### config.mk
export PLATFORM = sky130hd
export DESIGN_NAME = counter_sched_flat
export DESIGN_NICKNAME = d
export VERILOG_FILES = /design/src/rtl/counter_sched_if.sv /design/src/rtl/counter_sched.sv /design/src/flat_wrapper.sv
export SDC_FILE = /design/constraint.sdc
export NUM_CORES = 1
export LEC_CHECK = 0
export CORE_ASPECT_RATIO = 0.6
export CORE_MARGIN = 1
export CORE_UTILIZATION = 45
export CTS_BUF_LIST = sky130_fd_sc_hd__clkbuf_4 sky130_fd_sc_hd__clkbuf_8
export DETAILED_ROUTE_END_ITERATION = 8
export GPL_TIMING_DRIVEN = 1
export PLACE_DENSITY = 0.83
export REMOVE_ABC_BUFFERS = 1
export SYNTH_ARGS = -nofsm -noshare
export SYNTH_HDL_FRONTEND = slang
export SYNTH_SLANG_ARGS = --single-unit
### constraint.sdc
create_clock -name clk_p -period 2.5 [get_ports clk_p]
set_input_delay 0.25 -clock clk_p [delete_from_list [all_inputs] [get_ports clk_p]]
set_output_delay 0.25 -clock clk_p [all_outputs]
set_load 0.05 [all_outputs]
### src/rtl/counter_sched_if.sv
// rtl/counter_sched_if.sv - request/grant and counter datapath bundle for counter_sched
interface counter_sched_if #(
   parameter int Width = 8,
   parameter int NREQ  = 4
);
   logic [NREQ-1:0]       req;
   logic [NREQ*Width-1:0] req_data;
   logic [NREQ-1:0]       gnt;
   logic [NREQ-1:0]       done;
   logic                  busy;
   logic                  dp_load;
   logic [Width-1:0]      dp_din;
   logic                  dp_en;
   logic [Width-1:0]      dp_dout;
   logic [Width-1:0]      job_cnt;

   // Requester logic and counter datapath side
   modport master (
      output req, req_data, dp_dout,
      input  gnt, done, busy, dp_load, dp_din, dp_en, job_cnt
   );

   // Scheduler side
   modport slave (
      input  req, req_data, dp_dout,
      output gnt, done, busy, dp_load, dp_din, dp_en, job_cnt
   );
endinterface

### src/rtl/counter_sched.sv
// rtl/counter_sched.sv - round-robin scheduler sharing one down-counter among NREQ requesters
module counter_sched #(
   parameter int Width = 8,
   parameter int NREQ  = 4
) (
   input  logic           clk_p,
   input  logic           rst_p,
   counter_sched_if.slave bus
);
   localparam int PW = $clog2(NREQ);

   typedef enum logic [1:0] {IDLE, LOAD, RUN, DONE} state_t;

   state_t           state;
   state_t           state_n;
   logic [PW-1:0]    ptr;
   logic [PW-1:0]    g_idx;
   logic [PW-1:0]    win_idx;
   logic [PW-1:0]    win_next;
   logic [PW-1:0]    scan_idx;
   logic             win_found;
   logic [Width-1:0] win_data;
   logic [Width-1:0] sv;
   logic [Width-1:0] job_cnt;
   logic [NREQ-1:0]  gnt;
   logic             abort;

   // Round-robin search: first set request at or above ptr, wrapping
   always_comb begin
      win_found = 1'b0;
      win_idx   = '0;
      scan_idx  = '0;
      for (int k = 0; k < NREQ; k++) begin
         scan_idx = PW'((int'(ptr) + k) % NREQ);
         if (!win_found && bus.req[scan_idx]) begin
            win_found = 1'b1;
            win_idx   = scan_idx;
         end
      end
      win_data = bus.req_data[int'(win_idx)*Width +: Width];
      win_next = (int'(win_idx) == NREQ - 1) ? '0 : win_idx + PW'(1);
   end

   // The winner withdrawing its request cancels the job in LOAD or RUN
   assign abort = !bus.req[g_idx];

   // Next-state decode; abort takes priority over normal completion
   always_comb begin
      state_n = state;
      case (state)
         IDLE:    if (win_found) state_n = LOAD;
         LOAD:    state_n = abort ? IDLE : RUN;
         RUN: begin
            if (abort)                    state_n = IDLE;
            else if (bus.dp_dout == '0)   state_n = DONE;
         end
         DONE:    state_n = IDLE;
         default: state_n = IDLE;
      endcase
   end

   // Moore outputs decoded from state; dp_en additionally gated by a nonzero counter
   always_comb begin
      bus.done    = '0;
      bus.busy    = 1'b0;
      bus.dp_load = 1'b0;
      bus.dp_din  = '0;
      bus.dp_en   = 1'b0;
      case (state)
         LOAD: begin
            bus.busy    = 1'b1;
            bus.dp_load = 1'b1;
            bus.dp_din  = sv;
         end
         RUN: begin
            bus.busy  = 1'b1;
            bus.dp_en = (bus.dp_dout != '0);
         end
         DONE: begin
            bus.busy = 1'b1;
            bus.done = gnt;
         end
         default: ;
      endcase
   end

   assign bus.gnt     = gnt;
   assign bus.job_cnt = job_cnt;

   // State register
   always_ff @(posedge clk_p or posedge rst_p) begin
      if (rst_p) state <= IDLE;
      else       state <= state_n;
   end

   // Grant capture, pointer advance and completed-job count
   always_ff @(posedge clk_p or posedge rst_p) begin
      if (rst_p) begin
         ptr     <= '0;
         g_idx   <= '0;
         sv      <= '0;
         gnt     <= '0;
         job_cnt <= '0;
      end else begin
         if (state == IDLE && win_found) begin
            gnt   <= NREQ'(1) << win_idx;
            g_idx <= win_idx;
            sv    <= win_data;
            ptr   <= win_next;
         end else if (state != IDLE && state_n == IDLE) begin
            gnt <= '0;
         end
         if (state == DONE) job_cnt <= job_cnt + Width'(1);
      end
   end
endmodule

### src/flat_wrapper.sv
// flat-port wrapper written by rule: the top's interface ports become plain ports
module counter_sched_flat 
#(
   parameter int Width = 8,
   parameter int NREQ  = 4
)
  (clk_p, rst_p, bus_req, bus_req_data, bus_dp_dout, bus_gnt, bus_done, bus_busy, bus_dp_load, bus_dp_din, bus_dp_en, bus_job_cnt);
  counter_sched_if #(.Width(Width), .NREQ(NREQ)) bus_i ();
  input  logic clk_p;
  input  logic rst_p;
  input wire logic [$bits(bus_i.req)-1:0] bus_req;
  input wire logic [$bits(bus_i.req_data)-1:0] bus_req_data;
  input wire logic [$bits(bus_i.dp_dout)-1:0] bus_dp_dout;
  output wire logic [$bits(bus_i.gnt)-1:0] bus_gnt;
  output wire logic [$bits(bus_i.done)-1:0] bus_done;
  output wire logic [$bits(bus_i.busy)-1:0] bus_busy;
  output wire logic [$bits(bus_i.dp_load)-1:0] bus_dp_load;
  output wire logic [$bits(bus_i.dp_din)-1:0] bus_dp_din;
  output wire logic [$bits(bus_i.dp_en)-1:0] bus_dp_en;
  output wire logic [$bits(bus_i.job_cnt)-1:0] bus_job_cnt;
  assign bus_i.req = bus_req;
  assign bus_i.req_data = bus_req_data;
  assign bus_i.dp_dout = bus_dp_dout;
  assign bus_gnt = bus_i.gnt;
  assign bus_done = bus_i.done;
  assign bus_busy = bus_i.busy;
  assign bus_dp_load = bus_i.dp_load;
  assign bus_dp_din = bus_i.dp_din;
  assign bus_dp_en = bus_i.dp_en;
  assign bus_job_cnt = bus_i.job_cnt;
  counter_sched #(.Width(Width), .NREQ(NREQ)) u_core (.clk_p(clk_p), .rst_p(rst_p), .bus(bus_i));
endmodule
==> flow_metrics.env <==
export IMPL_finalCritPeriodShare_pct=86.1
export IMPL_synthSimpleGateAreaFrac_pct=21.4
export IMPL_ant_nets=0
export IMPL_num_rows=16
export IMPL_muxShareOfSynthArea_pct=7.30
export IMPL_initial_core_util_pct=49.6
export IMPL_drt_initial_drc_count=166
export IMPL_p_leak_nw=1.06
export IMPL_dieArea_sq_um=4030
export IMPL_rsz0062_at_grt="false"
export IMPL_io_pins=73
export IMPL_cts_hold_buf=0
export IMPL_numCtsBuffers=3
export IMPL_post_drt_wl_per_cell_um=18.3
export IMPL_reg2reg_slack_ps=610
export IMPL_drv_cap=0
export IMPL_first_global_vias=1626
export IMPL_synth_top_family_by_area="simple AND/OR/NAND/NOR gates"
export IMPL_cp_data_required_time_ps=2250
export IMPL_grt_overflow=0
export IMPL_syn_inst=170
export IMPL_antenna_found_initial=0
export IMPL_relSlewSlack_pct=65.8
export IMPL_crit_reg2reg_launch="u_core.ptr[1]"
export IMPL_synth_xor_area_share_pct=3.61
export IMPL_cp_data_arrival_time_ps=1900
export IMPL_synth_adder_area_share_pct=3.68
export IMPL_ys_ff_latch=26
export IMPL_cts_sinks=26
export IMPL_end_kind="primary output"
export IMPL_worst_slew_pin_slew_ps=511
export IMPL_grt_max_degree=30
export IMPL_h_tree_depth=1
export IMPL_critPathLaunchType="flip-flop"
export IMPL_vias=1685
export IMPL_fin_setup_tns_ps=0
export IMPL_ys_seq_area_share_pct=38.3
export IMPL_status="finished, final reports clean"
export IMPL_clk_pin_slew_worst_paths_ps=100
export IMPL_timing_hold_ws_ps=317
export IMPL_grt_pass1_wl_um=7990
export IMPL_hpwl_um=4060
export IMPL_cts_tree="yes"
export IMPL_finalHoldViolCount=0
export IMPL_final_max_slew_viol_count=0
export IMPL_cp_slowest_stage_delay_ps=810
export IMPL_root_buffer="clkbuf_8"
export IMPL_clk_latency_ps=280
export IMPL_min_period_ps=2150
export IMPL_setup_viol=0
export IMPL_fmax_mhz=465
export IMPL_drc=0
export IMPL_synthFlopType="dfrtp_1"
export IMPL_critPathMaxFanout=13
export IMPL_syn2layout_area_growth_pct=45.3
export IMPL_clock_skew_ps=9.53
export IMPL_ys_warn_count=0
export IMPL_routabilityCongestion=0.820
export IMPL_first_pass_iters=5
export IMPL_viasPerCell=5.95
export IMPL_synth_cell_type_count=46
export IMPL_cts_buffer_depth=2
export IMPL_slowest_stage="clkdlybuf4s50_1"
export IMPL_track_usage_pct=26.7
export IMPL_ctsResizeCount=0
export IMPL_die_h_um=49.6
export IMPL_synth_avg_cell_area_sq_um=9.99
export IMPL_worstSetupPathType="flip-flop to primary output"
export IMPL_post_cts_setup_buffers=0
export IMPL_r2r_end="u_core.bus.gnt[0]"
export IMPL_dieWidth_um=81.3
export IMPL_async_flop_share_pct=100
export IMPL_io_buffers=72
export IMPL_hold_class="input port to asynchronous set/reset pin"
export IMPL_antenna_cells=0
export IMPL_wl_um=5180
export IMPL_synth_compound_area_share_pct=19.6
export IMPL_powerDensity_nw_per_um2=1140
export IMPL_ff2ff_path_depth=6
export IMPL_netlist_area_sq_um=1700
export IMPL_drive_gt1_share_pct=12.2
export IMPL_ir_drop_mv=0.912
export IMPL_crit_chain="nor2_1 -> inv_1 -> clkdlybuf4s50_1"
export IMPL_coreArea_sq_um=3420
export IMPL_synth_edff_count=0
export IMPL_final_nets=290
## final cells by class
class	instances	area, sq um
fill	268	956
sequential	26	651
tap	45	56.3
timing repair buffer	75	721
inverter	5	23.8
multi-input combinational	128	945
clock buffer	3	41.3
clock inverter	1	30.0
## sequential cells by signal (all words and copies together) (netlist names)
register,count
u_core.sv,8
u_core.g_idx,2
u_core.bus.gnt,4
u_core.ptr,2
u_core.state,2
u_core.bus.job_cnt,8
## stage by stage
step,instances,cell area [sq um],worst slack (ps),utilization [%],power [mW]
after floorplan,159,1620,304,-,1.87
after global placement,279,2400,383,70.0,2.38
after detailed placement,279,2400,266,70.0,2.45
after CTS,283,2470,354,72.1,2.80
after global routing,283,2470,241,72.1,2.95
final,283,2470,348,72.1,2.82
## per-layer routing
metal | vias up | GRT usage, % | part of all wire, %
li1 | 771 | - | -
met5 | - | 0 | 0
met2 | 81 | 42.8 | 45
met3 | 13 | 4.44 | 8.6
met4 | 0 | 6.55 | 1.9
met1 | 820 | 37.3 | 44
## how the worst max path moves through the flow
stage | from | to | slack (ps) | depth (start not counted)
detailed placement | bus_req[0] | u_core.bus.gnt[0] | 270 | 7
global placement | bus_req[0] | u_core.bus.gnt[0] | 380 | 7
floorplan | u_core.state[0] | bus_dp_din[0] | 300 | 2
global route | u_core.state[1] | bus_busy | 240 | 3
finish | u_core.state[1] | bus_busy | 350 | 3
CTS | u_core.state[0] | bus_dp_load | 350 | 2
## placed cells by master (no fill, tap or decap), types with 7 or more instances in the layout
cell and instances:
dfrtp_1 26, buf_4 12, clkdlybuf4s50_1 63, mux2i_1 9, nand4_1 10, nand2_1 16, a211o_1 7, and2_1 9
o311ai_1 8, o31ai_1 8
## report_power, final
group          switching [mW]  internal [mW]
clock                   0.145          0.215
sequential              0.191          0.591
combinational            1.06          0.619
## synthesized netlist by cell type, types with 2 or more instances
library cell  count  share of area [%]
dfrtp_1          26                 38
nand2_1          16                3.5
nand4_1          10                3.7
and2_1            9                3.3
mux2i_1           9                5.3
o311ai_1          8                4.1
o31ai_1           8                3.5
a211o_1           7                3.6
nor2_1            6                1.3
xnor2_1           6                3.1
and3_1            5                1.8
ha_1              5                3.7
a22o_1            4                2.1
clkbuf_1          4               0.88
a21oi_1           3               0.88
buf_6             3                2.0
inv_1             3               0.66
nand3_1           3               0.88
nor2b_1           3                1.1
or4_1             3                1.3
o21a_1            2               0.88
o21ai_0           2               0.59
or2_2             2               0.74
## cells by family (layout without fill, tap and decap cells)
family	Yosys count	after routing
adder cells (fa/ha/maj)	5	5
XOR/XNOR	7	7
flip-flops	26	26
AND/OR/NAND/NOR	64	64
buffers and inverters	16	84
multiplexers	11	11
AO/OA/AOI/OAI	41	41
## worst max-delay path: cells and delay by family (launching register included)
family | cells | cell delay (ps)
buffers and inverters | 2 | 930
and+or+nand+nor | 1 | 130
DFF | 1 | 570
(Power assumes the default switching activity.)
